==> src/rtl/dm_arb_pkg.sv <==
// dm_arb_pkg: shared FSM states and port indices for the data-memory port arbiter
package dm_arb_pkg;
    typedef enum logic [1:0] {IDLE, ACCESS, WAIT, DONE} state_t;
    localparam logic P_CPU = 1'b0;
    localparam logic P_DBG = 1'b1;
endpackage

==> src/rtl/rr_arb2.sv <==
// rr_arb2: two-input round-robin grant; on a tie the port that did not win last time gets it
module rr_arb2
    import dm_arb_pkg::*;
(
    input  logic       clk,
    input  logic       rst,
    input  logic [1:0] req,
    input  logic       en,
    output logic       gnt,
    output logic       any
);
    logic last_grant;
    assign any = |req;
    assign gnt = &req ? ~last_grant : req[P_DBG];
    always_ff @(posedge clk) begin
        if (rst) last_grant <= P_DBG;
        else if (en && any) last_grant <= gnt;
    end
endmodule

==> src/rtl/dm_port_arbiter.sv <==
// dm_port_arbiter: shares the single-port data memory between the CPU and debug/DMA ports
module dm_port_arbiter
    import dm_arb_pkg::*;
#(
    parameter int DATA_WIDTH    = 16,
    parameter int ADDRESS_WIDTH = 4,
    parameter int RD_LAT        = 1
) (
    input  logic                     clk,
    input  logic                     rst,
    input  logic                     p0_valid,
    output logic                     p0_ready,
    input  logic                     p0_we,
    input  logic [ADDRESS_WIDTH-1:0] p0_addr,
    input  logic [DATA_WIDTH-1:0]    p0_wdata,
    output logic                     p0_rvalid,
    output logic [DATA_WIDTH-1:0]    p0_rdata,
    input  logic                     p1_valid,
    output logic                     p1_ready,
    input  logic                     p1_we,
    input  logic [ADDRESS_WIDTH-1:0] p1_addr,
    input  logic [DATA_WIDTH-1:0]    p1_wdata,
    output logic                     p1_rvalid,
    output logic [DATA_WIDTH-1:0]    p1_rdata,
    output logic                     mem_we,
    output logic [ADDRESS_WIDTH-1:0] mem_addr,
    output logic [DATA_WIDTH-1:0]    mem_wdata,
    input  logic [DATA_WIDTH-1:0]    mem_rdata,
    output logic                     busy
);
    localparam int CW = 2;
    state_t                   state;
    logic                     gnt, any, gport, lat_we, mem_we_q;
    logic [CW-1:0]            cnt;
    logic [ADDRESS_WIDTH-1:0] lat_addr;
    logic [DATA_WIDTH-1:0]    lat_wdata, rdata_q;

    rr_arb2 u_rr (
        .clk (clk),
        .rst (rst),
        .req ({p1_valid, p0_valid}),
        .en  (state == IDLE),
        .gnt (gnt),
        .any (any)
    );

    assign p0_ready  = !rst && state == IDLE && any && gnt == P_CPU;
    assign p1_ready  = !rst && state == IDLE && any && gnt == P_DBG;
    assign p0_rvalid = state == DONE && gport == P_CPU;
    assign p1_rvalid = state == DONE && gport == P_DBG;
    assign p0_rdata  = p0_rvalid ? rdata_q : '0;
    assign p1_rdata  = p1_rvalid ? rdata_q : '0;
    assign mem_we    = mem_we_q && !rst;
    assign mem_addr  = lat_addr;
    assign mem_wdata = lat_wdata;
    assign busy      = state != IDLE;

    // mem_we_q is raised on the accepting edge so it is high for exactly the ACCESS cycle
    always_ff @(posedge clk) begin
        if (rst) begin
            state     <= IDLE;
            gport     <= P_CPU;
            lat_we    <= 1'b0;
            lat_addr  <= '0;
            lat_wdata <= '0;
            cnt       <= '0;
            rdata_q   <= '0;
            mem_we_q  <= 1'b0;
        end else begin
            case (state)
                IDLE: if (any) begin
                    state     <= ACCESS;
                    gport     <= gnt;
                    lat_we    <= gnt ? p1_we : p0_we;
                    lat_addr  <= gnt ? p1_addr : p0_addr;
                    lat_wdata <= gnt ? p1_wdata : p0_wdata;
                    mem_we_q  <= gnt ? p1_we : p0_we;
                end
                ACCESS: begin
                    mem_we_q <= 1'b0;
                    cnt      <= CW'(RD_LAT - 1);
                    rdata_q  <= lat_we ? '0 : mem_rdata;
                    state    <= (lat_we || RD_LAT == 1) ? DONE : WAIT;
                end
                WAIT: begin
                    cnt <= cnt - 2'd1;
                    if (cnt == 2'd1) begin
                        state   <= DONE;
                        rdata_q <= mem_rdata;
                    end
                end
                DONE:    state <= IDLE;
                default: state <= IDLE;
            endcase
        end
    end
endmodule
==> config.mk <==
export PLATFORM = sky130hd
export DESIGN_NAME = dm_port_arbiter
export DESIGN_NICKNAME = d
export VERILOG_FILES = /design/src/rtl/dm_arb_pkg.sv /design/src/rtl/rr_arb2.sv /design/src/rtl/dm_port_arbiter.sv
export SDC_FILE = /design/constraint.sdc
export NUM_CORES = 1
export LEC_CHECK = 0
export CELL_PAD_IN_SITES_DETAIL_PLACEMENT = 1
export CELL_PAD_IN_SITES_GLOBAL_PLACEMENT = 2
export CORE_UTILIZATION = 36
export CTS_BUF_LIST = sky130_fd_sc_hd__clkbuf_16
export CTS_CLUSTER_SIZE = 20
export DETAILED_ROUTE_END_ITERATION = 10
export DONT_BUFFER_PORTS = 1
export PLACE_DENSITY = 0.88
export SLEW_MARGIN = 10
export SYNTH_ARGS = -nofsm -noshare
export SYNTH_HDL_FRONTEND = slang
export SYNTH_SLANG_ARGS = --single-unit
==> constraint.sdc <==
create_clock -name clk -period 4.5 [get_ports clk]
set_input_delay 0.9 -clock clk [delete_from_list [all_inputs] [get_ports clk]]
set_output_delay 0.9 -clock clk [all_outputs]
set_load 0.01 [all_outputs]
# Yosys cells after proc, flatten, opt, wreduce, memory -nomap -nowiden
# Index checks and enable logic that the tools add are counted.
# classes
n_addsub	1
n_eq_ne	6
n_mux	15
bitwise_logic	3
n_reduce_logical	19
# op_table
cell	n
16-bit two-way mux	5
16-bit case mux with 2 select lines	1
2-bit AND reduction	5
1-bit logical AND	8
2-bit case mux with 4 select lines	1
2-bit nonzero test	3
2-bit by 1-bit equality test with 1-bit output (second input constant)	2
2-bit equality test (second input constant)	2
2-bit two-way mux	2
4-bit two-way mux	1
2-bit != test (second input constant)	2
2-bit case mux with 2 select lines	1
1-bit two-way mux	3
1-bit NOT	3
2-bit logical NOT	1
1-bit case mux with 2 select lines	1
2-bit OR reduction	1
2-bit by 1-bit subtractor with 2-bit output (second input constant)	1
1-bit logical NOT	1
# totals
regBits	44
in_bits	62
output_inout_bits	58

# Depth between registers and ports, before layout
# logic_depth
ltp_word	5
depth_mapped	7

# Hierarchy
# Synthesis repeated with hierarchy kept, for this count alone.
# unflattened
cells_unflattened	236
hier_area_um2	2287.2
# by_module_without_submodules
module	instances	cells_per_inst	area_per_inst_um2
dm_port_arbiter	1	230	2230.9
rr_arb2	1	6	56.3

# Worst setup path after synthesis
# Ideal clock, no wire load.
# synth_timing
path_kind	input to output
startpoint	in p1_valid
endpoint	out p1_ready
arrival_ns	1.694
slack_ns	1.906
stages	3
path_buffers	1
path_cell_list	a21boi_4 buf_6 nor3b_1
# synth_between
elab_chain_len	3
# synth_lines
element	line_no	rtl
start, declared	dm_port_arbiter.sv:18	input logic p1_valid,
2-bit AND reduction or 2-bit OR reduction (tied branches)	rr_arb2.sv:14, rr_arb2.sv:13	
1-bit two-way mux or 1-bit logical AND (tied branches)	rr_arb2.sv:14, dm_port_arbiter.sv:48	
1-bit logical AND *	dm_port_arbiter.sv:48	assign p1_ready = !rst && state == IDLE && any && gnt == P_DBG;
end, declared	dm_port_arbiter.sv:19	output logic p1_ready,
# Mark *: on every way between the ends. The rest lies on a longest branch, timed or not.

# Worst setup path in the final report
# layout_timing
startpoint	reg state[0]
endpoint	out p0_rdata[6]
# layout_between
elab_chain_len	3
# layout_lines
element	line_no	rtl
start, declared	dm_port_arbiter.sv:32	state_t state;
start signal, assigned	dm_port_arbiter.sv:83	state <= (lat_we || RD_LAT == 1) ? DONE : WAIT;
2-bit equality test	dm_port_arbiter.sv:49	assign p0_rvalid = state == DONE && gport == P_CPU;
1-bit logical AND	dm_port_arbiter.sv:49	
named net p0_rvalid	dm_port_arbiter.sv:16	output logic p0_rvalid,
16-bit two-way mux	dm_port_arbiter.sv:51	assign p0_rdata = p0_rvalid ? rdata_q : '0;
end, declared	dm_port_arbiter.sv:17	output logic [DATA_WIDTH-1:0] p0_rdata,
# The timed path passes the listed nets, and every way through them passes these cells.

==> impl_metrics.csv <==
group,metric,value,unit
yosys,synth_top_area_share,40.79,%
clocking,cts.hold.buffers_added,0,
clocking,numCtsBuffers,5,
critical_path,worstPathArrival,2.28,ns
clocking,clkSlewWorstSetupHoldPaths,0.07,ns
yosys,ys_types,29,
placed_design,dp_hpwl,3.547,mm
critical_path,critical_path.endpoint,"p0_rdata[6]",
floorplanning,ios,120,
critical_path,crit_path_end_kind,"output pin",
routing,dr.first_iter.drc_count,56,
routing,viasPerCell,5.681,
routing,vias,1778,
layout,final_cell_mix,"dfxtp_1, mux2i_1, nor2_1, a211oi_1, a21oi_1",
timing,finalSetupTns,0,ns
routing,ant_nets,0,
critical_path,r2r-start,"state[0]",
timing,setup_viol,0,
yosys,synth-seq-cells,44,
clocking,insertion_delay,0.28,ns
clocking,cts_tree,"done",
floorplanning,dieArea,6312,um^2
layout,drive_gt1_share,6.639,%
yosys,syn_area_per_cell,8.673,um^2
yosys,synthTopCellsByArea,"dfxtp_1, mux2i_1, a211oi_1",
clocking,htree_levels,2,
routing,drt-pass1-iter-count,4,
critical_path,worstPathRequired,3.60,ns
floorplanning,rows,27,
flow_run,cap_violations,0,
global_route,grt_pass1_vias,1632,
routing,post-route-drc-count,0,
timing,rsz0062_at_grt,"no",
timing,worst_pin_slew,0.9354,ns
timing,period_needed,3.181,ns
yosys,synth_edf_count,0,
floorplanning,initial_core_util,38.28,%
clocking,cts_sinks,44,
global_route,grt.total_usage,16.17,%
critical_path,criticalPathCategory,"register to output pin",
timing,fmax,0.3144,GHz
placed_design,port_buffers,0,
yosys,synth_top_cell_by_area,"dfxtp_1",
yosys,ys_warn_count,0,
critical_path,crit_slowest_cell,"nor2b_1",
routing,routed_wl,5.067,mm
yosys,synth_nets,317,
clocking,clockRootBuffer,"clkbuf_16",
floorplanning,die_w,79.45,um
timing,fin_hold_ws,0.4528,ns
global_route,grt_pass1_wl,7.852,mm
worst_hold_path,hold_path.class,"register to register",
clocking,postCtsSetupBuffers,0,
layout,insertedDiodeCount,0,
layout,areaGrowthSynthToFinish,8.459,%
critical_path,path_cells,"ha_1 -> nor2b_1 -> and2_1",
power,power,0.001324,W
yosys,synthArstFlopShare,0,%
routing,post_drt_wl_per_cell,16.19,um
critical_path,startpoint,"state[0]",
run_status,outcome,"finished clean",
timing,final.period_utilization,70.69,%
critical_path,cp_slowest_stage_delay,0.81,ns
yosys,synth_ff_type,"dfxtp_1",
yosys,synthCells,249,
clocking,cts_resized,0,
timing,slew_headroom,37.51,%
yosys,syn_area,2160,um^2
timing,hold_viol,0,
critical_path,worst_setup_path_start_kind,"register",
global_route,grt_antenna_before_repair,0,
timing,skew,0.005637,ns
global_route,gr-total-overflow,0,
floorplanning,die_y,79.45,um
yosys,ys_seq_area_share,40.79,%
critical_path,reg2reg_to,"mem_wdata[11]",
timing,finalMaxSlewViolations,0,
power,peakVddDrop,0.0001909,V
critical_path,crit_fanout,19,
critical_path,ff2ff_setup_slack,2.34,ns
global_route,grt_start_max_net_pins,48,
power,p_per_area,565.2,nW/um^2
layout,nNetsFinal,308,
floorplanning,core_area,5642,um^2
critical_path,worstRegToRegCells,6,
layout,final_common_cell,"dfxtp_1",
power,p_leak,0.9179,nW
clocking,clock_path_buffers,2,
placed_design,place_congestion,0.7324,
[critical path, delay by kind of cell, from the launching register on]
kind | cells | cell delay, ns
fa+ha+maj | 1 | 0.50
simple gates | 2 | 1.10
flops | 1 | 0.39
[area by class of cell]
type,count,area [um^2]
timing repair buffer,3,22.52
multi-input combinational,182,1166
clock buffer,5,125.1
inverter,4,15.01
clock inverter,3,42.54
sequential,44,880.8
tap,72,90.09
fill,679,3299
[synth_stat cells (2+ instances only)]
master,number
a211oi_1,21
a21oi_1,21
and2_1,17
and3_1,16
buf_2,6
clkbuf_1,11
dfxtp_1,44
ha_1,6
inv_1,4
mux2_2,2
mux2i_1,22
nand2_1,18
nand2b_1,5
nand3_1,19
nor2_1,22
nor2b_1,2
[through the flow]
stage | instances | area [um^2] | util, % | worst slack (ns)
finish | 313 | 2342 | 41.52 | 1.319
global route | 313 | 2342 | 41.52 | 1.044
CTS | 313 | 2342 | 41.52 | 1.258
detailed placement | 305 | 2175 | 38.55 | 1.570
global placement | 305 | 2175 | 38.55 | 1.634
floorplan | 249 | 2160 | - | 1.906
[power by group]
part	internal (W)	total, W	switching, W
clock network	0.000261	0.000414	0.000153
registers	0.000478	0.000560	0.0000824
logic	0.000130	0.000350	0.000219
total	0.000869	0.00132	0.000455
[worst min path at each step]
stage                from         end  cells past startpoint
3_5_place_dp   rdata_q[5]  rdata_q[5]                      2
5_1_grt        rdata_q[9]  rdata_q[9]                      2
4_1_cts        rdata_q[5]  rdata_q[5]                      2
6_report       rdata_q[0]  rdata_q[0]                      2
3_3_place_gp   rdata_q[5]  rdata_q[5]                      2
2_1_floorplan  rdata_q[0]  rdata_q[0]                      2
[logic make-up (layout without fill, tap and decap cells)]
| kind of cell | count (synthesis) | after routing | synth area share [%] |
|---|---|---|---|
| flops | 44 | 44 | 40.79 |
| compound gates | 49 | 49 | 15.06 |
| buf+inv | 23 | 15 | 5.214 |
| simple gates | 103 | 103 | 24.22 |
| mux | 24 | 24 | 11.24 |
| fa+ha+maj | 6 | 6 | 3.476 |
[sequential cells by signal, indices dropped and copies added (netlist names)]
name             cells
cnt                  2
gport                1
lat_we               1
mem_addr             4
mem_wdata           16
mem_we_q             1
rdata_q             16
state                2
u_rr.last_grant      1
[layer usage]
metal  vias to the layer above  wire length, um  GRT usage [%]
li1                        855                -              -
met1                       824             2243          18.94
met2                        94             2321          27.26
met3                         5              435          5.257
met4                         0               66          6.000
met5                         -                0              0
No activity file was read; power rests on OpenSTA's default activity.
